## src/rtl/id_hazard_if.sv

```systemverilog
// id_hazard_if: ID-stage hazard inputs and pipeline stall/flush controls
interface id_hazard_if #(parameter int CNT_W = 32);
    logic             id_valid;
    logic             branch_id;
    logic             jal_id;
    logic             jalr_id;
    logic [4:0]       rs1_id;
    logic [4:0]       rs2_id;
    logic             taken_id;
    logic             reg_write_ex;
    logic             mem_read_ex;
    logic [4:0]       rd_ex;
    logic             reg_write_mem;
    logic             mem_read_mem;
    logic [4:0]       rd_mem;
    logic             dmem_ready;
    logic             stall_pc;
    logic             stall_if_id;
    logic             bubble_id_ex;
    logic             stall_id_ex;
    logic             stall_ex_mem;
    logic             bubble_mem_wb;
    logic             flush_if_id;
    logic [CNT_W-1:0] dep_stall_cnt;
    logic [CNT_W-1:0] freeze_cnt;
    modport master(
        output id_valid, branch_id, jal_id, jalr_id, rs1_id, rs2_id, taken_id,
               reg_write_ex, mem_read_ex, rd_ex, reg_write_mem, mem_read_mem, rd_mem, dmem_ready,
        input  stall_pc, stall_if_id, bubble_id_ex, stall_id_ex, stall_ex_mem, bubble_mem_wb,
               flush_if_id, dep_stall_cnt, freeze_cnt
    );
    modport slave(
        input  id_valid, branch_id, jal_id, jalr_id, rs1_id, rs2_id, taken_id,
               reg_write_ex, mem_read_ex, rd_ex, reg_write_mem, mem_read_mem, rd_mem, dmem_ready,
        output stall_pc, stall_if_id, bubble_id_ex, stall_id_ex, stall_ex_mem, bubble_mem_wb,
               flush_if_id, dep_stall_cnt, freeze_cnt
    );
endinterface

```

## src/rtl/id_hazard_sequencer.sv

```systemverilog
// id_hazard_sequencer: bubble/freeze/flush sequencing for ID-stage branch resolution
module id_hazard_sequencer #(parameter int CNT_W = 32) (
    input  logic      clk,
    input  logic      rst_n,
    id_hazard_if.slave bus
);
    typedef enum logic [1:0] {RUN, DEP, MEMW} state_t;
    state_t           state, state_n;
    logic [1:0]       cnt, cnt_n, n1, n2, n;
    logic             use1, use2, freeze, dep, frz;
    logic [CNT_W-1:0] dep_q, frz_q;
    always_comb begin
        use1 = bus.id_valid & (bus.branch_id | bus.jalr_id) & (bus.rs1_id != 5'd0);
        use2 = bus.id_valid & bus.branch_id & (bus.rs2_id != 5'd0);
        // load data never reaches the ID forwarding path, so a MEM load costs a bubble
        n1 = !use1 ? 2'd0 :
             (bus.reg_write_ex & (bus.rd_ex == bus.rs1_id)) ? (bus.mem_read_ex ? 2'd2 : 2'd1) :
             (bus.reg_write_mem & bus.mem_read_mem & (bus.rd_mem == bus.rs1_id)) ? 2'd1 : 2'd0;
        n2 = !use2 ? 2'd0 :
             (bus.reg_write_ex & (bus.rd_ex == bus.rs2_id)) ? (bus.mem_read_ex ? 2'd2 : 2'd1) :
             (bus.reg_write_mem & bus.mem_read_mem & (bus.rd_mem == bus.rs2_id)) ? 2'd1 : 2'd0;
        n = (n1 > n2) ? n1 : n2;
        freeze = bus.mem_read_mem & !bus.dmem_ready;
        state_n = state;
        cnt_n = cnt;
        dep = 1'b0;
        case (state)
            RUN: begin
                if (freeze) state_n = MEMW;
                else if (n != 2'd0) begin
                    dep = 1'b1;
                    cnt_n = n - 2'd1;
                    state_n = (n == 2'd2) ? DEP : RUN;
                end
            end
            DEP: begin
                if (freeze) state_n = MEMW;
                else begin
                    dep = 1'b1;
                    cnt_n = cnt - 2'd1;
                    state_n = (cnt <= 2'd1) ? RUN : DEP;
                end
            end
            MEMW: if (bus.dmem_ready) state_n = (cnt != 2'd0) ? DEP : RUN;
            default: state_n = RUN;
        endcase
        dep = dep & rst_n;
        frz = freeze & rst_n;
    end
    always_ff @(posedge clk or negedge rst_n) begin
        if (!rst_n) begin
            state <= RUN;
            cnt   <= 2'd0;
            dep_q <= '0;
            frz_q <= '0;
        end else begin
            state <= state_n;
            cnt   <= cnt_n;
            dep_q <= dep_q + CNT_W'(dep);
            frz_q <= frz_q + CNT_W'(frz);
        end
    end
    assign bus.stall_pc      = dep | frz;
    assign bus.stall_if_id   = dep | frz;
    assign bus.bubble_id_ex  = dep;
    assign bus.stall_id_ex   = frz;
    assign bus.stall_ex_mem  = frz;
    assign bus.bubble_mem_wb = frz;
    assign bus.flush_if_id   = rst_n & !dep & !frz & bus.id_valid &
                               (bus.jal_id | bus.jalr_id | (bus.branch_id & bus.taken_id));
    assign bus.dep_stall_cnt = dep_q;
    assign bus.freeze_cnt    = frz_q;
endmodule

```

## src/flat_wrapper.sv

```systemverilog
// flat-port wrapper written by rule: the top's interface ports become plain ports
module id_hazard_sequencer_flat 
#(parameter int CNT_W = 32)
  (clk, rst_n, bus_id_valid, bus_branch_id, bus_jal_id, bus_jalr_id, bus_rs1_id, bus_rs2_id, bus_taken_id, bus_reg_write_ex, bus_mem_read_ex, bus_rd_ex, bus_reg_write_mem, bus_mem_read_mem, bus_rd_mem, bus_dmem_ready, bus_stall_pc, bus_stall_if_id, bus_bubble_id_ex, bus_stall_id_ex, bus_stall_ex_mem, bus_bubble_mem_wb, bus_flush_if_id, bus_dep_stall_cnt, bus_freeze_cnt);
  id_hazard_if #(.CNT_W(CNT_W)) bus_i ();
  input  logic clk;
  input  logic rst_n;
  input wire logic [$bits(bus_i.id_valid)-1:0] bus_id_valid;
  input wire logic [$bits(bus_i.branch_id)-1:0] bus_branch_id;
  input wire logic [$bits(bus_i.jal_id)-1:0] bus_jal_id;
  input wire logic [$bits(bus_i.jalr_id)-1:0] bus_jalr_id;
  input wire logic [$bits(bus_i.rs1_id)-1:0] bus_rs1_id;
  input wire logic [$bits(bus_i.rs2_id)-1:0] bus_rs2_id;
  input wire logic [$bits(bus_i.taken_id)-1:0] bus_taken_id;
  input wire logic [$bits(bus_i.reg_write_ex)-1:0] bus_reg_write_ex;
  input wire logic [$bits(bus_i.mem_read_ex)-1:0] bus_mem_read_ex;
  input wire logic [$bits(bus_i.rd_ex)-1:0] bus_rd_ex;
  input wire logic [$bits(bus_i.reg_write_mem)-1:0] bus_reg_write_mem;
  input wire logic [$bits(bus_i.mem_read_mem)-1:0] bus_mem_read_mem;
  input wire logic [$bits(bus_i.rd_mem)-1:0] bus_rd_mem;
  input wire logic [$bits(bus_i.dmem_ready)-1:0] bus_dmem_ready;
  output wire logic [$bits(bus_i.stall_pc)-1:0] bus_stall_pc;
  output wire logic [$bits(bus_i.stall_if_id)-1:0] bus_stall_if_id;
  output wire logic [$bits(bus_i.bubble_id_ex)-1:0] bus_bubble_id_ex;
  output wire logic [$bits(bus_i.stall_id_ex)-1:0] bus_stall_id_ex;
  output wire logic [$bits(bus_i.stall_ex_mem)-1:0] bus_stall_ex_mem;
  output wire logic [$bits(bus_i.bubble_mem_wb)-1:0] bus_bubble_mem_wb;
  output wire logic [$bits(bus_i.flush_if_id)-1:0] bus_flush_if_id;
  output wire logic [$bits(bus_i.dep_stall_cnt)-1:0] bus_dep_stall_cnt;
  output wire logic [$bits(bus_i.freeze_cnt)-1:0] bus_freeze_cnt;
  assign bus_i.id_valid = bus_id_valid;
  assign bus_i.branch_id = bus_branch_id;
  assign bus_i.jal_id = bus_jal_id;
  assign bus_i.jalr_id = bus_jalr_id;
  assign bus_i.rs1_id = bus_rs1_id;
  assign bus_i.rs2_id = bus_rs2_id;
  assign bus_i.taken_id = bus_taken_id;
  assign bus_i.reg_write_ex = bus_reg_write_ex;
  assign bus_i.mem_read_ex = bus_mem_read_ex;
  assign bus_i.rd_ex = bus_rd_ex;
  assign bus_i.reg_write_mem = bus_reg_write_mem;
  assign bus_i.mem_read_mem = bus_mem_read_mem;
  assign bus_i.rd_mem = bus_rd_mem;
  assign bus_i.dmem_ready = bus_dmem_ready;
  assign bus_stall_pc = bus_i.stall_pc;
  assign bus_stall_if_id = bus_i.stall_if_id;
  assign bus_bubble_id_ex = bus_i.bubble_id_ex;
  assign bus_stall_id_ex = bus_i.stall_id_ex;
  assign bus_stall_ex_mem = bus_i.stall_ex_mem;
  assign bus_bubble_mem_wb = bus_i.bubble_mem_wb;
  assign bus_flush_if_id = bus_i.flush_if_id;
  assign bus_dep_stall_cnt = bus_i.dep_stall_cnt;
  assign bus_freeze_cnt = bus_i.freeze_cnt;
  id_hazard_sequencer #(.CNT_W(CNT_W)) u_core (.clk(clk), .rst_n(rst_n), .bus(bus_i));
endmodule
```

## config.mk

```make
export PLATFORM = sky130hd
export DESIGN_NAME = id_hazard_sequencer_flat
export DESIGN_NICKNAME = d
export VERILOG_FILES = /design/src/rtl/id_hazard_if.sv /design/src/rtl/id_hazard_sequencer.sv /design/src/flat_wrapper.sv
export SDC_FILE = /design/constraint.sdc
export NUM_CORES = 1
export LEC_CHECK = 0
export BUFFER_PORTS_ARGS = -buffer_cell sky130_fd_sc_hd__buf_2
export CAP_MARGIN = 20
export CORE_MARGIN = 2
export CORE_UTILIZATION = 56
export CTS_CLUSTER_SIZE = 14
export DETAILED_ROUTE_END_ITERATION = 16
export GPL_ROUTABILITY_DRIVEN = 0
export GPL_TIMING_DRIVEN = 0
export PLACE_DENSITY = 0.89
export SLEW_MARGIN = 10
export SYNTH_ARGS = -nofsm -noshare
export SYNTH_HDL_FRONTEND = slang
export SYNTH_SLANG_ARGS = --single-unit
```

## constraint.sdc

```tcl
create_clock -name clk -period 7.3 [get_ports clk]
set_clock_uncertainty 0.15 [all_clocks]
set_input_delay 1.46 -clock clk [delete_from_list [all_inputs] [get_ports clk]]
set_output_delay 1.46 -clock clk [all_outputs]
set_load 0.03 [all_outputs]
```

==> qor.csv, run 1 <==
metric;value;unit
status;finished, final reports clean;
die-width;82.4;um
drt_pass1_iterations;4;
grtUsageTotal;22.3;%
fin_util;71.7;%
hold_viol_final;0;
leakage;2.23;nW
worstHoldStart;u_core.bus.dep_stall_cnt[31]$_DFF_PN0_;
multi_input_area;0.00166;mm2
period_needed;6.40;ns
cts.reportedPaths.clkPinSlew;0.07;ns
die_y;82.4;um
area_growth;23.4;%
yosysUniqueCellTypes;42;
hp-class;flip-flop to flip-flop;
worst_slew_pin_slew;0.449;ns
ir_worst_vdd;0.000116;V
routed_wl;7080;um
critPathCaptureType;output pin;
initial_core_util;58.1;%
syn_nets;362;
slew_headroom;70.1;%
ys_seq_area_share;49.5;%
root_buffer;clkbuf_8;
viasPerCell;5.30;
dieArea;0.00678;mm2
grt-ovfl-total;0;
ys_seq_elements;68;
seq_area;0.00170;mm2
rr_startpoint;u_core.state[0]$_DFFE_PN0P_;
rsz0062_at_grt;no;
cts_tree;yes;
htree_levels;3;
nets;476;
finalSetupTns;0;ns
critPathKind;input pin to output pin;
holdPathStages;1;
grt_max_degree;38;
grt_pass1_vias;2684;
nFillCells;435;
worstReg2RegEnd;u_core.bus.dep_stall_cnt[18]$_DFF_PN0_;
power.density;204;mW/mm2
clock_path_buffers;2;
yosysTopAreaCellShare;49.5;%
setup_violations;0;
grt_pass1_wl;11600;um
clock.fmax;156;MHz
synth_enable_flop_cells;0;
drive_above_1_share;31.1;%
dpl.hpwl;5490;um
maxSlewViolCount;0;
worst-r2r-cell-count;13;
yosys-top-cells-area;dfrtp_1 (49%), xnor2_1 (12%), xor2_1 (7.6%);
drc;0;
port_buffers;102;
hold_path_end;u_core.bus.dep_stall_cnt[31]$_DFF_PN0_;
drtIter0Drc;93;
num_rows;28;
n_antenna_cell;0;
cp-start-kind;input pin;
top_level_ports;103;
r2r_setup_slack;4.32;ns
synth_warnings;0;
ctsResizeCount;0;
detail-route-antenna-nets;0;
synth_area_per_cell;10.8;um2
min_period_over_period;87.7;%
routedWlPerCell;13.8;um
core;0.00592;mm2
clk_latency;0.34;ns
post_cts.repair.setup_buffers;0;
cts.sinks;68;
synthArstFlopShare;100;%
arrival;4.79;ns
ctsHoldBuffers;0;
grt_antenna_before_repair;0;
synth_flop_cell;dfrtp_1;
routed-via-count;2717;
syn_inst;319;
required;5.69;ns
crit_fanout;5;
yosysTopAreaCell;dfrtp_1;
maxCapViolCount;0;
syn-cell-area;0.00344;mm2
cts_made_buffers;9;
==> per-layer routing <==
metal  GRT usage (%)  part of all wire [%]  vias to the layer above
met4            9.67                   2.3                        0
met1            25.7                    41                     1310
met2            40.0                    51                       82
li1                -                     -                     1310
met5               0                     0                        -
met3            4.46                   5.8                       15
==> synthesized netlist by cell type, types with 3 or more instances <==
cell and instances:
dfrtp_1 68, and4_1 4, nand2_1 28, nand4_1 10, nand3_1 30, and3_1 9, buf_4 4, o21ai_0 4
nor4_1 5, xor2_1 30, xnor2_1 49, or3_1 3, and2_1 3, mux2i_1 3, ha_1 11, nor2_1 18
inv_1 11
==> kinds of logic after synthesis <==
logic type	Yosys count	share of synthesized area (%)
buf+inv	16	2.22
flops	68	49.5
simple gates	127	20.1
mux	3	0.873
fa+ha+maj	11	4.00
xor+xnor	80	20.6
compound gates	14	2.73
==> registers in the layout (all words and copies together) (netlist names) <==
| signal | cells |
|---|---|
| u_core.bus.dep_stall_cnt | 32 |
| u_core.state | 2 |
| u_core.cnt | 2 |
| u_core.bus.freeze_cnt | 32 |
==> critical path, cell delays in order <==
cell,delay [ns]
buf_2,0.13
xor2_1,0.16
nor4_1,0.33
and3_1,0.25
mux2i_1,0.19
nand2_1,0.09
ha_1,0.29
inv_1,0.03
o22ai_1,0.21
nand3_1,0.12
o21a_1,0.15
ha_1,0.22
a21oi_1,0.19
nor2b_1,0.30
and2_1,0.25
or2_2,0.14
buf_4,0.09
buf_2,0.18
==> cell usage in the layout (no fill, tap or decap), drive strengths merged, types with 11 or more instances in the layout <==
master  Yosys  final
nand2      29     29
xor2       30     30
xnor2      50     50
buf         5    108
ha         11     11
inv        11     11
nand3      32     32
nor2       21     21
dfrtp      68     68
==> power breakdown <==
group	total, mW	internal [mW]	switching, mW
Clock	0.276	0.132	0.144
Combinational	0.160	0.0551	0.105
Sequential	0.432	0.406	0.0265
Total	0.868	0.592	0.275
==> area by class of cell <==
cell class              count  area share [%]
plain buffers               5           0.825
flip-flops and latches     68            40.1
inverters                  11           0.973
clock buffers              10            3.24
multi-input cells         235            39.2
well taps                  75            2.21
clock inverters             6           0.943
repair buffers            103            12.6
==> worst max-delay path by stage <==
stage,start,endpoint,slack (ns),cells past startpoint
floorplan,bus_rs1_id[0],bus_stall_pc,1.29,16
global placement,bus_rs1_id[0],bus_stall_pc,0.99,18
detailed placement,bus_rs1_id[0],bus_stall_pc,0.90,18
CTS,bus_rs1_id[0],bus_stall_pc,0.89,18
global route,bus_rd_ex[0],bus_stall_pc,0.69,18
finish,bus_rs1_id[0],bus_stall_pc,0.90,18
==> per-stage QoR <==
step	area (um2)	hold WS [ns]	setup slack (ns)	cells	power, mW
3_5_place_dp	4070	0.307	0.896	497	0.601
2_1_floorplan	3440	0.293	1.29	319	0.535
3_3_place_gp	4040	0.303	0.987	496	0.592
5_1_grt	4240	0.351	0.694	513	0.909
6_report	4240	0.317	0.899	513	0.868
4_1_cts	4240	0.322	0.889	513	0.876
(Power assumes the default switching activity.)
==> run 2, diff against run 1 <==
==> constraint.sdc (replaced) <==
create_clock -name clk -period 7.3 [get_ports clk]
set_clock_uncertainty 0.15 [all_clocks]
set_input_delay 0.365 -clock clk [delete_from_list [all_inputs] [get_ports clk]]
set_output_delay 0.365 -clock clk [all_outputs]
set_load 0.03 [all_outputs]
==> qor.csv, run 2 (synthesized netlist as in run 1, its figures left out) <==
metric;value;unit
hold_path_end;u_core.state[1]$_DFFE_PN0P_;
clock_path_buffers;2;
grt_pass1_wl;11600;um
worst_slew_pin_slew;0.451;ns
cts.reportedPaths.clkPinSlew;0.07;ns
htree_levels;3;
slew_headroom;70.0;%
worst-r2r-cell-count;13;
power.density;204;mW/mm2
critPathKind;input pin to flip-flop;
grt_max_degree;38;
die-width;82.4;um
leakage;2.23;nW
fin_util;71.9;%
initial_core_util;58.1;%
cts_made_buffers;9;
critPathCaptureType;flip-flop;
die_y;82.4;um
cp-start-kind;input pin;
core;0.00592;mm2
top_level_ports;103;
routed-via-count;2719;
period_needed;4.74;ns
grt_pass1_vias;2684;
required;7.37;ns
detail-route-antenna-nets;0;
hp-class;input pin to flip-flop;
holdPathStages;2;
clock.fmax;211;MHz
cpMostUsedCell;ha_1;
routed_wl;7080;um
drt_pass1_iterations;4;
final_cell_mix;buf_2 (102), dfrtp_1 (68), xnor2_1 (49), xor2_1 (30), nand3_1 (30);
place_worst_setup_slack;2.21;ns
rr_startpoint;u_core.state[0]$_DFFE_PN0P_;
status;finished, final reports clean;
ctsResizeCount;0;
rsz0062_at_grt;no;
viasPerCell;5.29;
min_period_over_period;65.0;%
slowest_delay;0.33;ns
grt_antenna_before_repair;0;
drc;0;
crit_fanout;5;
seq_area;0.00170;mm2
cp_cell_sequence;buf_2, xor2_1, nor4_1, and3_1, mux2i_1, nand2_1, ha_1, inv_1, o22ai_1, nand3_1, o21a_1, ha_1, a21oi_1, nor2b_1, and2_1, ha_1, ha_1, nand2_1, nor2_2, nand2_1, nor2_1, nand3_1, or2_1, xnor2_1;
multi_input_area;0.00166;mm2
ctsHoldBuffers;1;
cts_tree;yes;
clk_latency;0.34;ns
n_antenna_cell;0;
maxSlewViolCount;0;
worst_path_max_delay_cell;nor4_1;
nets;477;
root_buffer;clkbuf_8;
port_buffers;102;
maxCapViolCount;0;
fin_ws;2.56;ns
setup_violations;0;
final_common_cell;buf_2;
power.total;868;uW
ir_worst_vdd;0.000116;V
hold_viol_final;0;
worstHoldStart;bus_dmem_ready;
routedWlPerCell;13.8;um
drive_above_1_share;31.0;%
post_cts.repair.setup_buffers;0;
drtIter0Drc;96;
dpl.hpwl;5490;um
r2r_setup_slack;4.32;ns
area_growth;23.7;%
finalSetupTns;0;ns
num_rows;28;
dieArea;0.00678;mm2
worstReg2RegEnd;u_core.bus.dep_stall_cnt[18]$_DFF_PN0_;
cts.sinks;68;
arrival;4.81;ns
grtUsageTotal;22.3;%
nFillCells;432;
grt-ovfl-total;0;
[run 2: cell count changes in the layout (fill, tap and decap cells not counted)]
cell and change:
dlygate4sd3_1 +1
[run 2: critical path, delay by kind of cell]
kind                       cells  cell delay, ns
and+or+nand+nor               12            2.33
AOI/OAI and AO/OA              3            0.55
buffers and inverters          2            0.16
xor gates and xnor gates       2            0.29
muxes                          1            0.19
adders and majority gates      4            0.91
[run 2: how the worst max path moves through the flow]
| stage | end | depth (start not counted) | slack [ns] | startpoint |
|---|---|---|---|---|
| floorplan | u_core.bus.dep_stall_cnt[18]$_DFF_PN0_ | 23 | 2.78 | bus_rs1_id[0] |
| detailed placement | u_core.bus.dep_stall_cnt[18]$_DFF_PN0_ | 24 | 2.21 | bus_rs1_id[0] |
| global placement | u_core.bus.dep_stall_cnt[18]$_DFF_PN0_ | 24 | 2.34 | bus_rs1_id[0] |
| finish | u_core.bus.dep_stall_cnt[18]$_DFF_PN0_ | 24 | 2.56 | bus_rs1_id[0] |
| global route | u_core.bus.dep_stall_cnt[18]$_DFF_PN0_ | 24 | 2.22 | bus_rd_ex[0] |
| CTS | u_core.bus.dep_stall_cnt[18]$_DFF_PN0_ | 24 | 2.55 | bus_rs1_id[0] |
[run 2: through the flow]
step	instances	cell area [um2]	hold WS, ns
detailed placement	497	4070	0.197
floorplan	319	3440	-0.0806
finish	514	4250	0.0643
CTS	514	4250	0.0561
global placement	496	4040	0.303
global route	514	4250	0.0857
[run 2: cell type report]
| cell class | instances | area share (%) |
|---|---|---|
| Clock buffer | 10 | 3.24 |
| Clock inverter | 6 | 0.941 |
| Timing Repair Buffer | 104 | 12.8 |
| Tap cell | 75 | 2.21 |
| Sequential cell | 68 | 40.0 |
| Multi-Input combinational cell | 235 | 39.1 |
| Buffer | 5 | 0.824 |
| Inverter | 11 | 0.971 |
[run 2: per-layer routing]
layer / GRT usage (%) / part of all wire [%] / up-vias
met3: 4.46 / 5.8 / 15
met1: 25.7 / 41 / 1310
met5: 0 / 0 / -
li1: - / - / 1312
met2: 40.0 / 51 / 82
met4: 9.67 / 2.3 / 0
[run 2: power breakdown]
part           leakage, nW  switching, mW  internal (mW)
combinational         1.22          0.105         0.0554
sequential           0.920         0.0265          0.406
clock               0.0920          0.144          0.132
total                 2.23          0.275          0.593
